$ cat config.mk
export PLATFORM = sky130hd
export DESIGN_NAME = brew_scheduler
export DESIGN_NICKNAME = d
export VERILOG_FILES = /design/src/rtl/brew_scheduler.sv
export SDC_FILE = /design/constraint.sdc
export NUM_CORES = 1
export LEC_CHECK = 0
export ABC_AREA = 1
export CAP_MARGIN = 15
export CORE_ASPECT_RATIO = 0.9
export CORE_UTILIZATION = 58
export DETAILED_ROUTE_END_ITERATION = 10
export GPL_ROUTABILITY_DRIVEN = 0
export PLACE_DENSITY = 0.82
export SLEW_MARGIN = 15
export SYNTH_ARGS = -nofsm -noshare
export SYNTH_HDL_FRONTEND = slang
export SYNTH_SLANG_ARGS = --single-unit
$ cat constraint.sdc
create_clock -name clk -period 3.3 [get_ports clk]
set_clock_uncertainty 0.1 [all_clocks]
set_input_delay 0.66 -clock clk [delete_from_list [all_inputs] [get_ports clk]]
set_output_delay 0.66 -clock clk [all_outputs]
set_load 0.005 [all_outputs]
$ cat src/rtl/brew_scheduler.sv
// Coffee machine actuator sequencer: an order FIFO feeding a per-drink step
// program, with each step timed in ticks of an internal clock divider.
module brew_scheduler #(
  parameter int TICK_DIV    = 50_000_000,
  parameter int QUEUE_DEPTH = 4
) (
  input  logic                           clk,
  input  logic                           reset,
  input  logic                           order_valid,
  input  logic [1:0]                     order_type,
  output logic                           order_ready,
  input  logic                           abort,
  output logic                           busy,
  output logic [2:0]                     step,
  output logic [1:0]                     cur_type,
  output logic [4:0]                     led,
  output logic [$clog2(QUEUE_DEPTH):0]   queue_count,
  output logic                           done,
  output logic                           reject
);

  localparam int PW = $clog2(QUEUE_DEPTH);
  localparam int CW = PW + 1;
  localparam int DW = $clog2(TICK_DIV);

  localparam logic [1:0] T_EXPRESO   = 2'd0;
  localparam logic [1:0] T_CAPUCHINO = 2'd2;
  localparam logic [1:0] T_INVALID   = 2'd3;

  typedef enum logic [2:0] {
    IDLE  = 3'd0,
    GRIND = 3'd1,
    HEAT  = 3'd2,
    PUMP  = 3'd3,
    MILK  = 3'd4,
    FOAM  = 3'd5,
    DONE  = 3'd6
  } state_t;

  state_t          state_q, state_d;
  logic [DW-1:0]   div_q;
  logic [2:0]      tick_cnt_q;
  logic [2:0]      dur;
  logic            tick;
  logic            adv;
  logic            push;
  logic            pop;
  logic [1:0]      cur_type_q;
  logic [PW-1:0]   wr_ptr_q, rd_ptr_q;
  logic [CW-1:0]   count_q;
  logic [1:0]      mem [QUEUE_DEPTH];

  assign order_ready = (count_q < CW'(QUEUE_DEPTH));
  assign push        = order_valid && order_ready && (order_type != T_INVALID);
  assign busy        = (state_q != IDLE);
  assign step        = state_q;
  assign cur_type    = cur_type_q;
  assign queue_count = count_q;

  // Ticks spent in the current state before advancing.
  always_comb begin
    dur = 3'd1;
    case (state_q)
      GRIND:   dur = 3'd2;
      HEAT:    dur = 3'd3;
      PUMP:    dur = 3'd3;
      MILK:    dur = (cur_type_q == T_CAPUCHINO) ? 3'd2 : 3'd4;
      FOAM:    dur = 3'd3;
      DONE:    dur = 3'd1;
      default: dur = 3'd1;
    endcase
  end

  assign tick = (state_q != IDLE) && (div_q == DW'(TICK_DIV - 1));
  assign adv  = tick && (tick_cnt_q == (dur - 3'd1));

  always_comb begin
    state_d = state_q;
    pop     = 1'b0;
    case (state_q)
      IDLE: begin
        if (count_q != '0) begin
          pop     = 1'b1;
          state_d = GRIND;
        end
      end
      GRIND:   if (adv) state_d = HEAT;
      HEAT:    if (adv) state_d = PUMP;
      PUMP:    if (adv) state_d = (cur_type_q == T_EXPRESO) ? DONE : MILK;
      MILK:    if (adv) state_d = (cur_type_q == T_CAPUCHINO) ? FOAM : DONE;
      FOAM:    if (adv) state_d = DONE;
      DONE:    if (adv) state_d = IDLE;
      default: state_d = IDLE;
    endcase
    if (abort && (state_q != IDLE)) begin
      state_d = IDLE;
    end
  end

  always_comb begin
    led = '0;
    case (state_q)
      GRIND:   led = 5'b00001;
      HEAT:    led = 5'b00010;
      PUMP:    led = 5'b00100;
      MILK:    led = 5'b01000;
      FOAM:    led = 5'b10000;
      DONE:    led = 5'b11111;
      default: led = '0;
    endcase
  end

  always_ff @(posedge clk) begin
    if (!reset) begin
      state_q    <= IDLE;
      div_q      <= '0;
      tick_cnt_q <= '0;
      cur_type_q <= '0;
      done       <= 1'b0;
      reject     <= 1'b0;
      wr_ptr_q   <= '0;
      rd_ptr_q   <= '0;
      count_q    <= '0;
    end else begin
      state_q <= state_d;

      // Divider restarts on entry from IDLE and on any return to IDLE.
      if ((state_q == IDLE) || (state_d == IDLE) || tick) begin
        div_q <= '0;
      end else begin
        div_q <= div_q + DW'(1);
      end

      if (state_d != state_q) begin
        tick_cnt_q <= '0;
      end else if (tick) begin
        tick_cnt_q <= tick_cnt_q + 3'd1;
      end

      done   <= (state_q == DONE) && adv && !abort;
      reject <= order_valid && order_ready && (order_type == T_INVALID);

      if (pop) begin
        cur_type_q <= mem[rd_ptr_q];
        rd_ptr_q   <= rd_ptr_q + PW'(1);
      end
      if (push) begin
        wr_ptr_q <= wr_ptr_q + PW'(1);
      end
      if (push && !pop) begin
        count_q <= count_q + CW'(1);
      end else if (pop && !push) begin
        count_q <= count_q - CW'(1);
      end
    end
  end

  always_ff @(posedge clk) begin
    if (push) begin
      mem[wr_ptr_q] <= order_type;
    end
  end

endmodule
=== After elaboration in Yosys (flattened, before gate mapping) ===
Memories as Yosys holds them, arrays and structs flattened. A register that Yosys moved wholly into a read port is not among the register bits.
Cells that the tools add are included.
Widths: inputs -> output; s select.

* Equal/unequal tests: 12
* Reductions and logical operators: 25
* Mux-type cells: 20
* Bitwise gates (word level): 1
* $lt $le $gt $ge: 1
* Add/sub/neg operators: 7

{| class="wikitable"
|+ Operators by type and width
! kind !! number
|-
| $mux 3 || 11
|-
| $pmux 5 s6 || 1
|-
| $add 26x1->26 const B || 1
|-
| $eq 26x26->1 const B || 1
|-
| $pmux 3 s7 || 1
|-
| $logic_and 1x1->1 || 10
|-
| $eq 3x3->1 const B || 3
|-
| $pmux 3 s3 || 1
|-
| $add 3x1->3 const B || 2
|-
| $eq 3x2->1 const B || 2
|-
| $logic_not 3->1 || 2
|-
| $reduce_bool 3->1 || 2
|-
| $sub 3x1->3 const B || 2
|-
| $add 2x1->2 const B || 2
|-
| $eq 2x2->1 const B || 2
|-
| $logic_not 1->1 || 4
|-
| $mux 1 || 4
|-
| $mux 2 || 2
|-
| $reduce_or 2->1 || 2
|-
| $eq 3x1->1 const B || 1
|-
| $eq 3x3->1 || 1
|-
| $lt 3x3->1 const B || 1
|-
| $ne 3x3->1 || 1
|-
| $reduce_or 3->1 || 1
|-
| other kinds (5) || 6
|}

* Output and inout port bits: 17
* Input bits: 6
* Logic and storage cells: 75
* Memories: 1
* Register bits after elaboration: 41
* Bits in writable memories: 8

{| class="wikitable"
|+ Memory list
! memory !! words !! bits a word !! read ports !! clocked after Yosys merged registers in !! wr ports !! RTL line !! RTL
|-
| mem || 4 || 2 || 1 || 1 || 1 || 51 || <nowiki>logic [1:0] mem [QUEUE_DEPTH];</nowiki>
|}

=== Longest topological paths before layout ===
Gate-level depths: netlist of run 1.

* Depth in word-level cells: 13
* Mapped depth: 25
* Depth with buffers taken out: 24

=== Least setup slack after synthesis of run 1 ===
No wires, ideal clock.

* Path kind: flip-flop to flip-flop
* From: reg state_q[2], in the netlist step[2]
* To: reg div_q[2]
* Cell stages (with the launch flop): 21
* Clock period less this slack: 2.452 ns
* Required time: 3.084 ns
* Data arrival time: 2.236 ns
* Buffers on the path: 2
* Slack: 0.848 ns
* Setup time: 0.116 ns
* Cell sequence: dfxtp_1 > buf_4 > inv_2 > nand2_1 > nand2_1 > nand2_2 > inv_1 > ha_1 > xor2_1 > inv_1 > nor2_4 > nand3_1 > nand2_1 > nand2_1 > nand2_1 > nand2_1 > nand2_1 > nand3_2 > nand3_4 > buf_6 > nor2_1

* Cells in the longest elaborated chain, start to end: 13
* Elaborated cells between the ends (all ways): 28
* Those cells by class: add/sub: 1; eq/ne: 7; mux: 10; reduce/logical: 10

{| class="wikitable"
|+ RTL lines
! element !! RTL line !! RTL
|-
| from (decl) || 40 || <nowiki>state_t state_q, state_d;</nowiki>
|-
| from (signal assigned) || 125 || <nowiki>state_q <= state_d;</nowiki>
|-
| $eq 3x3->1 or $eq 3x2->1 (tied branches) || 63, 80 ||
|-
| $reduce_or 3->1 (no line) || n/a ||
|-
| $pmux 3 s3 || 63 || <nowiki>case (state_q)</nowiki>
|-
| $sub 3x1->3 || 75 || <nowiki>assign adv = tick && (tick_cnt_q == (dur - 3'd1));</nowiki>
|-
| $eq 3x3->1 || 75 ||
|-
| $logic_and 1x1->1 || 75 ||
|-
| $mux 3 (tied with other cells) || 92 || <nowiki>DONE: if (adv) state_d = IDLE;</nowiki>
|-
| $pmux 3 s7 || 80 || <nowiki>case (state_q)</nowiki>
|-
| $mux 3 || 95 || <nowiki>if (abort && (state_q != IDLE)) begin</nowiki>
|-
| $logic_not 3->1 || 128 || <nowiki>if ((state_q == IDLE) || (state_d == IDLE) || tick) begin</nowiki>
|-
| $logic_or 1x1->1 || 128 ||
|-
| $logic_or 1x1->1 (*) || 128 ||
|-
| $reduce_or 2->1 (no line) (*) || n/a ||
|-
| to (signal assigned) || 131 || <nowiki>div_q <= div_q + DW'(1);</nowiki>
|-
| to (decl) || 41 || <nowiki>logic [DW-1:0] div_q;</nowiki>
|}

Mark *: on every way between the ends. The rest lies on a longest branch, timed or not.
A chain may end at the register's enable or synchronous reset.

=== Worst setup path in the final report of run 1 ===
* From: reg state_q[0], in the netlist step[0]
* To: reg div_q[10]

Same word-level chain as after synthesis.

==> run metrics, run 1 <==
layout overhead on the synthesized area=13.2%; CTS Sinks=51; part of the total power dissipated in sequential elements=between 40 and 50%; fraction of synthesized cell area in xor and xnor cells=8.33%; flop2flop setup slack=0.56 ns; launch instance of the worst register-to-register path=step[0]; Hold Vio Cnt, Final=0; Reg2Reg Depth=21; highest achievable clock rate=365 MHz; detailed-routing iteration count for the pre-antenna-repair pass=5; main combinational cell family by area after synthesis=simple AND/OR/NAND/NOR gates; share of power burned in the clock network=between 20% and 30%; Critical Path Source Type=flop; most common cell after layout, fill and taps aside=nand2_1; number of standard cells in the layout, taps in and fillers out=between 400 and 500; CTS tree=built; Horiz. Die Dim=74.4 um; Worst VDD drop=0.389 mV; CTS Hold Bufs=0; outcome=complete, no violations; final slew viol count=0; internal power=0.00108 W; Netlist cell types=33; number of antenna diodes=0; Synth Area in Compound Gates=6.64%; Worst EP arrival=2.87 ns; via count of the first global-routing pass=2187; DPL Wire Length=3750 um; count of fill cells added during filler insertion=399; EDFF count, synth=8; placed cell count=about 450; I/O pin cnt=23; clock period minus worst slack=2.74 ns; Final period util=83.1%; most frequent cells in the layout=73 x nand2_1, 70 x nor2_1, 54 x inv_1; core area=4490 um^2; overall die height=67.1 um; static leakage power=1.21 nW; worst reg2reg path endpoint=div_q[10]; source-to-sink clock delay at the later pin of the worst-skew pair=approximately 0.30 ns; post-detailed-route DRC marker count=0; die area=4990 um^2; slew of the pin with the lowest slew margin=0.444 ns; setup TNS=0 ns; Final nets=413; port bufs=22; total global routing track utilization=23.0%; Core Rows=23; portion of total power attributed to combinational logic=around 34%; maximum fanout encountered on the critical timing path=26; Synth Area in Simple Gates=a little under a third; number of H-tree branching levels=2; end of the critical path=div_q[10]; Setup Viol. Count Final=0; post-synthesis sequential area ratio=40.3%; Starting Density=about three fifths; count of warnings emitted by yosys=0; Yosys reg bits=51; maxcap violations=0; worst setup path class=flop to flop; Starting DRT DRC Count=147; first element of the critical path=step[0]; Worst EP required=3.43 ns; Root Buffer Master=clkbuf_8; post-synth net total=388; fraction of final layout cells with drive strength greater than 1=7.02%; post-synthesis mux area share=less than 1%; post-cts sizing count=0; total via count in the routed design=2247; Reg clk slew, reported paths=0.09 ns; maximum number of pins on one net before global-route repair=27; tightest slew margin relative to the limit=70.1%; unrepaired setup endpoints after global routing=false; fraction of power spent switching nets=35.7%; share of synthesized cell area in full adder, half adder and majority cells=roughly 4.4%; Inserted Clock Buffers=5; worst-case clock buffer depth=2; critical hold path startpoint=div_q[0]; wire length of the first global-routing pass=8800 um; antenna-violating nets left=0; post-synthesis instance area=2730 um^2; Congestion Overflow GR=0; worst min path class=flop to flop; commonest register cell after synthesis=dfxtp_1; instance count of the mapped netlist=373; Synth async-reset ratio=0%; power density over the cells=545 nW/um^2; mean routed wirelength per cell=10.7 um; Switching Power=0.000602 W; nature of the critical path endpoint=flop; Via-to-Cell Ratio=4.87; postcts setup bufs=0; average instance area after synthesis=7.33 um^2; antenna violations before repair=0; Post-Route WL=just under 5000 um
## logic make-up (layout without fill, tap and decap cells)
logic type	count (synthesis)	count (layout)
xor gates and xnor gates	26	26
adders and majority gates	9	9
DFF	51	51
muxes	1	1
buffers and inverters	61	87
AOI/OAI and AO/OA	34	34
and+or+nand+nor	191	191
## stage by stage
| step | power [W] | setup slack (ns) | hold slack (ns) | util [%] | cell area, um^2 |
|---|---|---|---|---|---|
| finish | 0.00168 | 0.557 | 0.360 | 68.9 | 3090 |
| global route | 0.00182 | 0.212 | 0.397 | 68.9 | 3090 |
| floorplan | 0.00114 | 0.848 | 0.327 | - | 2730 |
| CTS | 0.00170 | 0.570 | 0.365 | 68.9 | 3090 |
| detailed placement | 0.00132 | 0.455 | 0.346 | 66.8 | 3000 |
| global placement | 0.00131 | 0.515 | 0.341 | 66.8 | 3000 |
## worst max-delay path: stages, from the launching register on
cell and delay, ns:
dfxtp_1 0.47, inv_1 0.13, nand2_1 0.11, nand2_1 0.08
nand2_2 0.09, inv_1 0.05, ha_1 0.20, inv_1 0.05
nand2_1 0.04, nand2_1 0.09, inv_1 0.06, nand2_1 0.06
nand2_1 0.05, nand2_1 0.06, inv_2 0.06, a21boi_0 0.18
nor2_1 0.07, nand2_1 0.08, nand2_1 0.10, nand3_2 0.11
nand3_4 0.25, nor2_1 0.17
## sequential cells by signal (all words and copies together) (netlist names)
register / count
tick_cnt_q: 3
reject: 1
mem: 8
wr_ptr_q: 2
rd_ptr_q: 2
step: 3
queue_count: 3
div_q: 26
cur_type: 2
done: 1
## synthesized netlist by cell type, types with 2 or more instances
library cell   n  area, um^2
nor2_1        70         263
nor2_4         2        22.5
nor3_1         5        25.0
ha_1           8         100
edfxtp_1       8         240
nand4_1        4        25.0
xor2_1        18         158
inv_1         54         203
nand2_2        3        18.8
nor3_2         2        20.0
nand2_1       73         274
a31oi_1        2        12.5
xnor2_1        8        70.1
nor4_1         2        12.5
nand3_1       20         100
inv_2          2        7.51
dfxtp_1       43         861
buf_6          2        22.5
nor2_2         6        37.5
o21ai_0       19        95.1
a21oi_1       10        50.1
## power groups by stage
stage | clock network, W | logic (W) | registers [W]
after floorplan | 0 | 0.000394 | 0.000750
after global placement | 0 | 0.000552 | 0.000755
after detailed placement | 0 | 0.000566 | 0.000756
after CTS | 0.000387 | 0.000567 | 0.000742
after global routing | 0.000415 | 0.000654 | 0.000751
final | 0.000378 | 0.000564 | 0.000743
## cell type report
| cell class | instances | area, um^2 | area share [%] |
|---|---|---|---|
| Inverter | 56 | 210 | 6.79 |
| Multi-Input combinational cell | 261 | 1380 | 44.7 |
| Clock buffer | 7 | 86.3 | 2.79 |
| Timing Repair Buffer | 23 | 228 | 7.36 |
| Tap cell | 62 | 77.6 | 2.51 |
| Clock inverter | 1 | 8.76 | 0.283 |
| Sequential cell | 51 | 1100 | 35.6 |
## layer usage
metal | routed length (um) | vias up | GRT usage, %
met5 | 0 | - | 0
met4 | 57 | 0 | 8.02
met3 | 155 | 6 | 5.60
met2 | 2370 | 33 | 39.4
met1 | 2360 | 1000 | 28.2
li1 | - | 1208 | -
## how the worst min path moves through the flow
stage / endpoint / depth (start not counted)
6_report: div_q[0] / 1
5_1_grt: div_q[0] / 1
4_1_cts: div_q[0] / 1
3_5_place_dp: div_q[0] / 1
3_3_place_gp: div_q[0] / 1
2_1_floorplan: div_q[0] / 1
Power figures use the tool's default switching activity.
==> inputs of run 2 (changes only) <==
Settings changed: CORE_UTILIZATION 58 to 52, PLACE_DENSITY 0.82 to 0.78.
Clock period 3.3 ns to 2.4 ns, I/O delays scaled along.
==> run 2 against run 1 <==
  * The run now ends with setup timing left
  * Final area up 20%
  * Sequential cell count unchanged
  * Die area is 11% higher
==> run metrics, run 2 (synthesis results as in run 1) <==
Worst VDD drop=0.594 mV (+53%); tightest slew margin relative to the limit=75.3% (+5.2 points); Reg clk slew, reported paths=0.10 ns (about the same); total via count in the routed design=2644 (+18%); Horiz. Die Dim=78.4 um (+5.5%); Setup Viol. Count Final=29 (+29); Post-Route WL=6910 um (+40%); number of H-tree branching levels=2 (unchanged); CTS tree=built; number of standard cells in the layout, taps in and fillers out=502 (+8.9%); area of combinational cells with multiple inputs=1590 um^2 (+15%); antenna-violating nets left=0 (unchanged); post-layout instance area=3700 um^2 (+20%); final slew viol count=0 (unchanged); most frequent cells in the layout=59 x nand2_1, 49 x inv_1, 49 x nor2_1; overall die height=70.8 um (+5.4%); via count of the first global-routing pass=2592 (+19%); maximum fanout encountered on the critical timing path=6 (-77%); Congestion Overflow GR=0 (unchanged); wire length of the first global-routing pass=11000 um (+25%); CTS Hold Bufs=0 (unchanged); total global routing track utilization=25.4% (+2.3 points); layout overhead on the synthesized area=35.6%; Root Buffer Master=clkbuf_8; port bufs=22 (unchanged); maxcap violations=0 (unchanged); Hold Vio Cnt, Final=0 (unchanged); source-to-sink clock delay at the later pin of the worst-skew pair=0.31 ns (about the same); setup TNS=-4.42 ns (-4.42 ns); outcome=finished, violations left; clock period minus worst slack=2.58 ns (-0.168 ns); core area=4950 um^2 (+10%); detailed-routing iteration count for the pre-antenna-repair pass=5 (unchanged); DPL Wire Length=4120 um (+10%); Final nets=451 (+9.2%); maximum number of pins on one net before global-route repair=18 (-33%); Post-Place Cell Area=3260 um^2 (+8.6%); placed cell count=486 (+7.3%); flop2flop setup slack=-0.18 ns (-0.73 ns); Final period util=107% (+24 points); nature of the critical path endpoint=flop; worst setup path class=flop to flop; share of the core filled with cells in the final layout=74.8% (+5.8 points); Worst EP arrival=2.69 ns (-0.18 ns); fraction of final layout cells with drive strength greater than 1=27.5% (+20 points); post-detailed-route DRC marker count=0 (unchanged); number of antenna diodes=0 (unchanged); Worst EP required=2.52 ns (-0.91 ns); unrepaired setup endpoints after global routing=true; count of fill cells added during filler insertion=353 (-12%); I/O pin cnt=23 (unchanged); sequential cell area in the final layout=1110 um^2 (+1.0%); Inserted Clock Buffers=5 (unchanged); register with the highest flop count=div_q; Core Rows=24 (+4.3%); highest achievable clock rate=388 MHz (+6.5%); violations in the final reports=setup timing; worst hold slack after final layout=0.423 ns (+0.0631 ns); Via-to-Cell Ratio=5.27 (+8.1%); Starting DRT DRC Count=177 (+20%); registers with the highest flip-flop counts=div_q (26), mem (8); max FFs per register=26 (unchanged); worst-case clock buffer depth=2 (unchanged); PnR worst setup slack=-0.176 ns (-0.732 ns); Critical Path Source Type=flop; mean routed wirelength per cell=13.8 um (+28%); static leakage power=1.45 nW (+20%); Starting Density=55.2% (-5.7 points); antenna violations before repair=0 (unchanged); slew of the pin with the lowest slew margin=0.367 ns (-0.0769 ns); worst min path class=flop to flop; CTS Sinks=51 (unchanged); die area=5550 um^2 (+11%); most common cell after layout, fill and taps aside=nand2_1; power density over the cells=792 nW/um^2 (+45%)
[run 2: changes by cell type in the layout (fill, tap and decap cells not counted), moves of 4 or more]
cell,previous run,this run
nand2_1,73,59
nor2_1,70,49
o21ai_0,19,15
nand2_2,3,16
inv_1,54,49
buf_4,1,33
inv_2,2,6
nor2_4,2,13
nor2_2,6,16
buf_12,0,4
[run 2: final cells by class]
| cell class | instances | area share (%) |
|---|---|---|
| clock buffer | 5 | 1.86 |
| clock inverter | 3 | 1.25 |
| inverter | 56 | 5.88 |
| multi-input combinational | 261 | 43.0 |
| sequential | 51 | 30.0 |
| tap | 65 | 2.20 |
| timing repair buffer | 61 | 15.8 |
[run 2: path summary, 6_finish.rpt]
path,from,cells after the start,endpoint
worst max-delay path,step[0],23,div_q[10]
worst min-delay path,wr_ptr_q[0],1,wr_ptr_q[0]
worst max register to register,step[0],23,div_q[10]
worst min register to register,wr_ptr_q[0],1,wr_ptr_q[0]
[run 2: worst max-delay path: stages (launching register included)]
cell and delay [ns]:
dfxtp_4 0.38, buf_12 0.13, nor2_4 0.12, o21ai_2 0.07, o21ai_2 0.07, ha_4 0.15, inv_2 0.03, nand2_2 0.04
nand2_2 0.06, inv_2 0.06, nand2_2 0.05, nand2_1 0.07, nand2_1 0.07, inv_2 0.10, nand3_2 0.08, nand2_1 0.08
nand2_1 0.07, nand2_2 0.09, nand2_2 0.07, nand2_2 0.09, nand3_2 0.11, nand3_4 0.14, clkbuf_16 0.18, nor2_1 0.04
[run 2: per-stage QoR]
stage / total power [W] / setup slack (ns)
floorplan: 0.00158 / 0.00262
global placement: 0.00198 / -0.0617
detailed placement: 0.00202 / -0.124
CTS: 0.00285 / -0.0587
global route: 0.00309 / -0.326
finish: 0.00293 / -0.176
[run 2: metal layers]
| metal | vias up | wire length (um) | GRT usage, % |
|---|---|---|---|
| met5 | - | 0 | 0 |
| met4 | 0 | 144 | 10.9 |
| met3 | 22 | 355 | 5.94 |
| met2 | 108 | 3470 | 45.0 |
| met1 | 1221 | 2940 | 29.2 |
| li1 | 1293 | - | - |
[run 2: repair_timing]
action,4_1_cts,5_1_grt
gates resized for setup,41,43
gates cloned,2,1
setup buffers,7,1
endpoints found under the setup margin,31,37
pin swaps,9,18
[run 2: power by group]
part | internal [W] | total, W | switching, W
registers | 0.000946 | 0.00102 | 0.0000783
clock network | 0.000315 | 0.000630 | 0.000315
logic | 0.000603 | 0.00128 | 0.000677
